$ cat src/rtl/conv_output_collector.sv
// conv_output_collector: receives the convolution core's result stream,
// buffers each result in a small FIFO together with its linear output-memory
// address, and writes it out over a valid/ready port. A layer is finished
// once every expected output has been either written or dropped.
//
// Handshake: a write transfers on any cycle where wr_valid && wr_ready.
// While wr_valid is high and wr_ready is low, wr_valid/wr_data/wr_addr hold.
// The input side has no ready: a result that cannot be buffered is dropped
// and flagged in the sticky overflow bit.
//
// Optional build macro CONV_OUTPUT_COLLECTOR_RELU_EN: when defined, negative
// results are clamped to zero before buffering. Undefined, data passes as-is.
module conv_output_collector #(
  parameter  int DATA_WIDTH         = 16,
  parameter  int FEATURE_MAP_WIDTH  = 128,
  parameter  int FEATURE_MAP_HEIGHT = 128,
  parameter  int OUTPUT_NB_CHANNELS = 64,
  parameter  int FIFO_DEPTH         = 4,
  localparam int TOTAL  = FEATURE_MAP_WIDTH * FEATURE_MAP_HEIGHT * OUTPUT_NB_CHANNELS,
  localparam int ADDR_W = $clog2(TOTAL),
  localparam int XW     = (FEATURE_MAP_WIDTH  > 1) ? $clog2(FEATURE_MAP_WIDTH)  : 1,
  localparam int YW     = (FEATURE_MAP_HEIGHT > 1) ? $clog2(FEATURE_MAP_HEIGHT) : 1,
  localparam int CW     = (OUTPUT_NB_CHANNELS > 1) ? $clog2(OUTPUT_NB_CHANNELS) : 1
) (
  input  logic                         clk,
  input  logic                         arst_n,
  input  logic                         start,
  input  logic signed [DATA_WIDTH-1:0] in_data,
  input  logic                         in_valid,
  input  logic [XW-1:0]                in_x,
  input  logic [YW-1:0]                in_y,
  input  logic [CW-1:0]                in_ch,
  output logic signed [DATA_WIDTH-1:0] wr_data,
  output logic [ADDR_W-1:0]            wr_addr,
  output logic                         wr_valid,
  input  logic                         wr_ready,
  output logic                         busy,
  output logic                         done,
  output logic                         overflow,
  output logic [ADDR_W:0]              count,
  output logic [1:0]                   dbg_state
);

  localparam int PW = $clog2(FIFO_DEPTH);
  localparam int EW = DATA_WIDTH + ADDR_W;

  localparam logic [XW:0]     X_LIM   = (XW+1)'(FEATURE_MAP_WIDTH);
  localparam logic [YW:0]     Y_LIM   = (YW+1)'(FEATURE_MAP_HEIGHT);
  localparam logic [CW:0]     C_LIM   = (CW+1)'(OUTPUT_NB_CHANNELS);
  localparam logic [PW:0]     OCC_MAX = (PW+1)'(FIFO_DEPTH);
  localparam logic [ADDR_W+1:0] SUM_TOTAL = (ADDR_W+2)'(TOTAL);

  typedef enum logic [1:0] {
    S_IDLE    = 2'd0,
    S_COLLECT = 2'd1,
    S_DONE    = 2'd2
  } state_t;

  state_t                r_state;
  logic                  r_busy;
  logic                  r_done;
  logic                  r_overflow;
  logic [ADDR_W:0]       r_count;
  logic [ADDR_W:0]       r_drops;
  logic [EW-1:0]         r_mem [FIFO_DEPTH];
  logic [PW-1:0]         r_wptr;
  logic [PW-1:0]         r_rptr;
  logic [PW:0]           r_occ;

  logic                  w_in_range;
  logic [ADDR_W-1:0]     w_addr;
  logic [DATA_WIDTH-1:0] w_data;
  logic                  w_empty;
  logic                  w_full;
  logic                  w_collect;
  logic                  w_pop;
  logic                  w_push;
  logic                  w_drop;
  logic [ADDR_W:0]       w_count_nxt;
  logic [ADDR_W:0]       w_drops_nxt;
  logic [PW:0]           w_occ_nxt;
  logic [ADDR_W+1:0]     w_sum_nxt;
  logic                  w_finish;

  // Tag range check and linear address (channel-major, then row, then column)
  assign w_in_range = ({1'b0, in_x} < X_LIM) && ({1'b0, in_y} < Y_LIM) &&
                      ({1'b0, in_ch} < C_LIM);
  assign w_addr = ADDR_W'(in_ch) * ADDR_W'(FEATURE_MAP_WIDTH * FEATURE_MAP_HEIGHT)
                + ADDR_W'(in_y) * ADDR_W'(FEATURE_MAP_WIDTH)
                + ADDR_W'(in_x);

`ifdef CONV_OUTPUT_COLLECTOR_RELU_EN
  assign w_data = in_data[DATA_WIDTH-1] ? '0 : in_data;
`else
  assign w_data = in_data;
`endif

  // A push is allowed into a full FIFO only when the head leaves in the same cycle
  assign w_empty   = (r_occ == '0);
  assign w_full    = (r_occ == OCC_MAX);
  assign w_collect = (r_state == S_COLLECT);
  assign w_pop     = !w_empty && wr_ready;
  assign w_push    = w_collect && in_valid && w_in_range && (!w_full || w_pop);
  assign w_drop    = w_collect && in_valid && !w_push;

  // Completion looks at next-cycle totals so the final pop can finish the layer
  assign w_count_nxt = r_count + (ADDR_W+1)'(w_pop);
  assign w_drops_nxt = r_drops + (ADDR_W+1)'(w_drop);
  assign w_occ_nxt   = r_occ + (PW+1)'(w_push) - (PW+1)'(w_pop);
  assign w_sum_nxt   = {1'b0, w_count_nxt} + {1'b0, w_drops_nxt};
  assign w_finish    = (w_sum_nxt == SUM_TOTAL) && (w_occ_nxt == '0);

  // Layer control FSM with registered busy/done
  always_ff @(posedge clk) begin
    if (!arst_n) begin
      r_state <= S_IDLE;
      r_busy  <= 1'b0;
      r_done  <= 1'b0;
    end else begin
      case (r_state)
        S_IDLE: begin
          r_done <= 1'b0;
          if (start) begin
            r_state <= S_COLLECT;
            r_busy  <= 1'b1;
          end
        end
        S_COLLECT: begin
          if (w_finish) begin
            r_state <= S_DONE;
            r_busy  <= 1'b0;
            r_done  <= 1'b1;
          end
        end
        S_DONE: begin
          r_state <= S_IDLE;
          r_done  <= 1'b0;
        end
        default: begin
          r_state <= S_IDLE;
          r_busy  <= 1'b0;
          r_done  <= 1'b0;
        end
      endcase
    end
  end

  // Per-layer write count, drop count and sticky overflow
  always_ff @(posedge clk) begin
    if (!arst_n) begin
      r_count    <= '0;
      r_drops    <= '0;
      r_overflow <= 1'b0;
    end else if ((r_state == S_IDLE) && start) begin
      r_count    <= '0;
      r_drops    <= '0;
      r_overflow <= 1'b0;
    end else begin
      r_count <= w_count_nxt;
      r_drops <= w_drops_nxt;
      if (w_drop) r_overflow <= 1'b1;
    end
  end

  // Result FIFO: entries are {address, data}; pointers wrap naturally
  always_ff @(posedge clk) begin
    if (!arst_n) begin
      for (int i = 0; i < FIFO_DEPTH; i++) r_mem[i] <= '0;
      r_wptr <= '0;
      r_rptr <= '0;
      r_occ  <= '0;
    end else begin
      if (w_push) begin
        r_mem[r_wptr] <= {w_addr, w_data};
        r_wptr        <= r_wptr + PW'(1);
      end
      if (w_pop) r_rptr <= r_rptr + PW'(1);
      r_occ <= w_occ_nxt;
    end
  end

  assign wr_valid  = !w_empty;
  assign wr_addr   = r_mem[r_rptr][EW-1:DATA_WIDTH];
  assign wr_data   = r_mem[r_rptr][DATA_WIDTH-1:0];
  assign busy      = r_busy;
  assign done      = r_done;
  assign overflow  = r_overflow;
  assign count     = r_count;
  assign dbg_state = r_state;

endmodule

$ cat config.mk
export PLATFORM = sky130hd
export DESIGN_NAME = conv_output_collector
export DESIGN_NICKNAME = d
export VERILOG_FILES = /design/src/rtl/conv_output_collector.sv
export SDC_FILE = /design/constraint.sdc
export NUM_CORES = 1
export LEC_CHECK = 0
export CORE_MARGIN = 1.5
export CORE_UTILIZATION = 32
export DETAILED_ROUTE_END_ITERATION = 6
export GPL_TIMING_DRIVEN = 0
export MAX_ROUTING_LAYER = met4
export PLACE_DENSITY = 0.56
export SYNTH_ARGS = -nofsm -noshare
export SYNTH_HDL_FRONTEND = slang
export SYNTH_SLANG_ARGS = --single-unit
$ cat constraint.sdc
create_clock -name clk -period 8.46 [get_ports clk]
set_clock_uncertainty 0.15 [all_clocks]
set_input_delay 1.269 -clock clk [delete_from_list [all_inputs] [get_ports clk]]
set_output_delay 1.269 -clock clk [all_outputs]
set_load 0.02 [all_outputs]
## Word level (Yosys, flattened, before mapping)

Memories as Yosys holds them, arrays and structs flattened. A register that Yosys moved wholly into a read port is not among the register bits.
Index checks and enable logic that the tools add are counted.

| cells by class | value |
|---|---|
| bitwise gates (word level) | 2 |
| shift operators | 0 |
| order comparisons | 0 |
| multiplexer cells | 15 |
| reduce and logical (&&, ||, !) cells | 18 |
| multiply operators | 0 |
| equal/unequal tests | 6 |
| add/sub/neg operators | 9 |
| divide/modulo/power cells | 0 |

Operators with widths:

| operator | number |
|---|---|
| adder 21 x 1 -> 21 bit | 2 |
| two-way mux 36 bit | 1 |
| OR reduction 36 bit | 1 |
| adder 21 x 21 -> 22 bit | 1 |
| == test 22 x 21 -> 1 bit (second input constant) | 1 |
| adder 20 x 14 -> 20 bit | 1 |
| adder 20 x 7 -> 20 bit | 1 |
| two-way mux 2 bit | 5 |
| two-way mux 1 bit | 7 |
| logical AND 1 bit | 6 |
| zero test 3 bit | 2 |
| adder 2 x 1 -> 2 bit (second input constant) | 2 |
| one-hot mux 2 bit (2 select lines) | 1 |
| AND reduction 2 bit | 2 |
| adder 3 x 1 -> 3 bit | 1 |
| == test 3 bit (second input constant) | 1 |
| zero test 1 bit | 3 |
| one-hot mux 1 bit (3 select lines) | 1 |
| AND reduction 3 bit | 1 |
| subtractor 3 x 1 -> 3 bit | 1 |
| == test 2 x 1 -> 1 bit (second input constant) | 1 |
| == test 2 bit (second input constant) | 1 |
| zero test 2 bit | 1 |
| inequality test 2 x 1 -> 1 bit (second input constant) | 1 |
| other kinds (4) | 5 |

| word-level totals | value |
|---|---|
| memory bits (read-only) | 0 |
| bits of input ports | 41 |
| logic and storage cells | 60 |
| latch bits | 0 |
| memory bits (writable) | 144 |
| memories kept | 1 |
| flip-flop bits (word level) | 54 |

Memory list:

| memory | depth | width | read ports | clocked after Yosys merged registers in | write ports | line | RTL |
|---|---|---|---|---|---|---|---|
| r_mem | 4 | 36 | 1 | 1 | 4 | 65 | `logic [EW-1:0] r_mem [FIFO_DEPTH];` |

## Depth between registers and ports, before layout

| logic depth | value |
|---|---|
| word-level depth | 13 |
| gate-level depth with buffers | 21 |

## Least setup slack after synthesis

No wires, ideal clock.

| path | value |
|---|---|
| kind | input to register |
| from | input wr_ready |
| to | register r_busy, in the netlist busy |
| path slack | 2.517 ns |
| stages on the path | 18 |
| setup time | 0.115 ns |
| arrival | 5.678 ns |
| path through | or4b_2 -> nor3_1 -> ha_1 -> ha_1 -> nand3_1 -> or2_2 -> nand2b_1 -> xnor2_1 -> ha_1 -> buf_6 -> and3_4 -> a41oi_2 -> o22ai_1 -> a311o_1 -> or4_1 -> nor4_2 -> a41oi_1 -> o21a_1 |

| on the way | value |
|---|---|
| cells in the longest elaborated chain, start to end | 11 |
| elaborated cells on any way between the ends | 15 |

Ends and longest elaborated chain:

| what | line | RTL |
|---|---|---|
| start, declared | 36 | `input logic wr_ready,` |
| logical AND 1 bit | 102 | `assign w_pop = !w_empty && wr_ready;` |
| logical OR 1 bit | 103 | `assign w_push = w_collect && in_valid && w_in_range && (!w_full \|\| w_pop);` |
| logical AND 1 bit | 103 |  |
| zero test 1 bit | 104 | `assign w_drop = w_collect && in_valid && !w_push;` |
| logical AND 1 bit | 104 |  |
| via w_drop | 78 | `logic w_drop;` |
| adder 21 x 1 -> 21 bit | 108 | `assign w_drops_nxt = r_drops + (ADDR_W+1)'(w_drop);` |
| via w_drops_nxt[16] | 80 | `logic [ADDR_W:0] w_drops_nxt;` |
| adder 21 x 21 -> 22 bit | 110 | `assign w_sum_nxt = {1'b0, w_count_nxt} + {1'b0, w_drops_nxt};` |
| == test 22 x 21 -> 1 bit | 111 | `assign w_finish = (w_sum_nxt == SUM_TOTAL) && (w_occ_nxt == '0);` |
| logical AND 1 bit | 111 |  |
| inequality test 2 x 1 -> 1 bit (no line) | - |  |
| AND reduction 3 bit (no line) | - |  |
| end signal, assigned | 117 | `r_busy <= 1'b0;` |
| end signal, assigned | 125 | `r_busy <= 1'b1;` |
| end signal, assigned | 131 | `r_busy <= 1'b0;` |
| end, declared | 60 | `logic r_busy;` |

The timed path passes the listed nets, and every way through them passes these cells.
A chain may end at the register's enable or synchronous reset.

## Final worst setup path

Ends and elaborated chain as after synthesis.

==> results.py <==
metrics = {
    "synthesis": {
        "postSynthCellCount": 842,
        "synthArstFlopShare_pct": 0,
        "synth_edf_count": 144,
        "ys_seq_elements": 200,
        "synth_nets": 912,
        "synth_warnings": 0,
        "ys_types": 65,
        "synth_ff_type": "edfxtp_1",
        "syn-cell-area_um2": 9797,
        "syn_area_per_cell_um2": 11.64,
        "ys_seq_area_share_pct": 55.58,
    },
    "finish": {
        "final_nets": 1038,
        "diodes": 0,
        "fillCellCount": 2877,
        "final_area_um2": 12090,
        "multi_input_area_um2": 3991,
        "seq_area_um2": 5445,
        "drive_gt1_share_pct": 10.30,
        "final_cells": 1371,
        "area_growth_pct": 23.44,
    },
    "floorplan": {
        "dieWidth_um": 178.0,
        "placementRows": 63,
        "pin_count": 104,
        "die_h_um": 178.0,
        "core_um2": 29870,
        "start_util_pct": 32.79,
        "dieArea_um2": 31670,
    },
    "place": {
        "gp_congestion": 0.8396,
        "placed_area_um2": 11450,
        "port_buffers": 103,
        "place_inst": 1339,
        "place_hpwl_um": 15900,
    },
    "cts": {
        "hold_buffers": 0,
        "cts-root-buf": "clkbuf_16",
        "path_clk_slew_ns": 0.09,
        "clk_latency_ns": 0.45,
        "cts.htree.levels": 4,
        "cts_sinks": 200,
        "cts_made_buffers": 17,
        "cts_tree": "built",
        "postCtsSetupRepairBufs": 0,
        "cts_resized": 0,
        "ctsLongestPathBuffers": 2,
    },
    "timing": {
        "slew_violations": 0,
        "period_needed_ns": 6.843,
        "fin_tns_setup_ns": 0,
        "hold_viol_final": 0,
        "fmax_mhz": 146.1,
        "rsz0062_at_grt": "false",
        "worst_slew_pin_slew_ns": 1.292,
        "slew_headroom_pct": 13.67,
        "hold_slack_ns": 0.3195,
        "timing.final.crit_share_pct": 80.88,
        "setup_viol": 0,
    },
    "global_routing": {
        "grt_pass1_vias": 6652,
        "grt_max_degree": 26,
        "antenna_found_initial": 0,
        "grt_use_total_pct": 15.52,
        "use_met3_pct": 2.877,
        "grt_pass1_wl_um": 36180,
        "met2_usage_pct": 24.50,
        "overflow": 0,
        "use_met1_pct": 20.70,
        "grt-busiest-layer": "met2",
    },
    "worst_setup_path": {
        "critPathLaunch": "wr_ready",
        "cp-end-kind": "register",
        "r2r-end": "busy$_SDFFE_PN0P_",
        "reg2regPathDepth": 17,
        "path_max_fanout": 5,
        "r2r_setup_slack_ns": 2.56,
        "required_ns": 8.66,
        "worstSetupStartpointType": "input port",
        "timing_worst_setup_path_type": "input port to register",
        "r2r_start": "r_occ[1]$_SDFF_PN0_",
        "crit_end": "busy$_SDFFE_PN0P_",
        "arrival_ns": 7.04,
    },
    "drt": {
        "avgViaCountPerCell": 4.802,
        "wl_um": 22620,
        "wire_per_inst_um": 16.50,
        "ant_nets": 0,
        "drc": 0,
        "dr.pass1.iters": 5,
        "dr.first_iter.drc_count": 507,
        "num_vias": 6584,
    },
    "status": {
        "status": "complete, no violations",
    },
    "power_and_ir_drop": {
        "clock_power_share_pct": 34.7,
        "power.total_mw": 2.571,
        "vdd.ir_drop.worst_uv": 134.6,
        "internal-power_mw": 1.800,
        "swShare_pct": 29.99,
        "p_sw_uw": 771.0,
        "combPwrFrac_pct": 22.1,
        "power_density_nw_per_um2": 212.6,
        "power.leakage_nw": 4.511,
        "power_frac_seq_pct": 43.3,
    },
    "worst_hold_path": {
        "min_path_type": "register to register",
    },
    "job": {
        "cap_viol_max_count": 0,
    },
}
[synth_stat cells (4+ instances only)]
library cell / number / area, µm²
edfxtp_1: 144 / 4324
nor2_1: 100 / 375.4
nand2_1: 71 / 266.5
inv_1: 57 / 214.0
dfxtp_1: 56 / 1121
and2_1: 48 / 300.3
nor2b_1: 44 / 275.3
mux4_2: 36 / 810.8
xnor2_1: 28 / 245.2
a21oi_1: 27 / 135.1
clkbuf_1: 27 / 101.4
ha_1: 27 / 337.8
o21ai_0: 23 / 115.1
xor2_1: 20 / 175.2
nand3_1: 18 / 90.09
nand4_1: 13 / 81.33
nor3_1: 9 / 45.04
and3_1: 6 / 37.54
nand2b_1: 5 / 31.28
a211oi_1: 4 / 30.03
and4_1: 4 / 35.03
buf_1: 4 / 15.01
o211ai_1: 4 / 30.03
[power groups by stage]
stage	combinational [mW]	clock [mW]	sequential, mW
global placement	0.569	0	1.14
floorplan	0.342	0	1.14
detailed placement	0.579	0	1.14
finish	0.567	0.892	1.11
global route	0.616	0.948	1.12
CTS	0.582	0.911	1.11
[final cells by class]
class,instances,share of cell area [%]
buffer,39,1.511
clock buffer,17,3.518
clock inverter,15,1.821
inverter,57,1.769
multi-input combinational,546,33.01
sequential,200,45.03
tap,390,4.035
timing repair buffer,107,9.312
[metrics by stage]
step           utilization (%)  setup slack, ns
3_5_place_dp             38.32            1.163
2_1_floorplan                -            2.517
3_3_place_gp             37.88           0.6427
6_report                 40.48            1.617
5_1_grt                  40.48            1.275
4_1_cts                  40.48            1.618
[layout by cell type (no fill, tap or decap), types with 4 or more instances in the layout]
master / instances
nor2_1: 100
ha_1: 27
buf_1: 4
o21ai_0: 20
a211oi_1: 4
nand2_1: 71
and3_1: 6
nor2b_1: 44
clkbuf_16: 17
nand3_1: 18
xor2_1: 20
a21oi_1: 27
edfxtp_1: 144
and4_1: 4
inv_12: 8
nand2b_1: 4
dfxtp_1: 56
o211ai_1: 4
and2_1: 48
clkbuf_1: 27
inv_1: 57
xnor2_1: 28
clkdlybuf4s50_1: 103
nor3_1: 9
nand4_1: 13
mux4_2: 36
[flip-flops by register name, indices dropped and copies added (netlist names), named ones only]
name / cells
done: 1
busy: 1
overflow: 1
dbg_state: 2
count: 21
r_wptr: 2
r_occ: 3
r_drops: 21
r_mem: 144
r_rptr: 2
[worst min-delay path by stage]
stage	start	cells after the start	endpoint	slack, ns
finish	done$_SDFFE_PN0P_	2	done$_SDFFE_PN0P_	0.32
global route	done$_SDFFE_PN0P_	2	done$_SDFFE_PN0P_	0.35
CTS	done$_SDFFE_PN0P_	2	done$_SDFFE_PN0P_	0.33
detailed placement	done$_SDFFE_PN0P_	2	done$_SDFFE_PN0P_	0.32
global placement	done$_SDFFE_PN0P_	2	done$_SDFFE_PN0P_	0.29
floorplan	done$_SDFFE_PN0P_	2	done$_SDFFE_PN0P_	0.37
[worst max-delay path, cell delays in order]
cell             delay [ns]
clkdlybuf4s50_1        0.48
or4b_2                 0.65
nor3_1                 0.51
ha_1                   0.34
ha_1                   0.28
nand3_1                0.18
or2_2                  0.38
nor3_1                 0.22
xor2_1                 0.21
ha_1                   0.31
and2_2                 0.25
a41oi_2                0.18
o22ai_1                0.10
a311o_1                0.31
or4_1                  0.53
nor4_2                 0.46
a41oi_1                0.17
o21a_1                 0.20
[kinds of logic (layout without fill, tap and decap cells)]
logic type	after synthesis	in the layout	share of synthesized area, %
and+or+nand+nor	340	340	17.48
muxes	38	38	8.493
DFF	200	200	55.58
xor gates and xnor gates	48	48	4.291
AOI/OAI and AO/OA	91	91	6.245
buffers and inverters	96	235	4.048
adders and majority gates	29	29	3.857
[layer usage]
| metal | routed length (µm) | part of all wire [%] |
|---|---|---|
| met5 | 0 | 0 |
| met2 | 10760 | 48 |
| met4 | 193 | 0.85 |
| met3 | 985 | 4.4 |
| met1 | 10680 | 47 |
(Power assumes the default switching activity.)
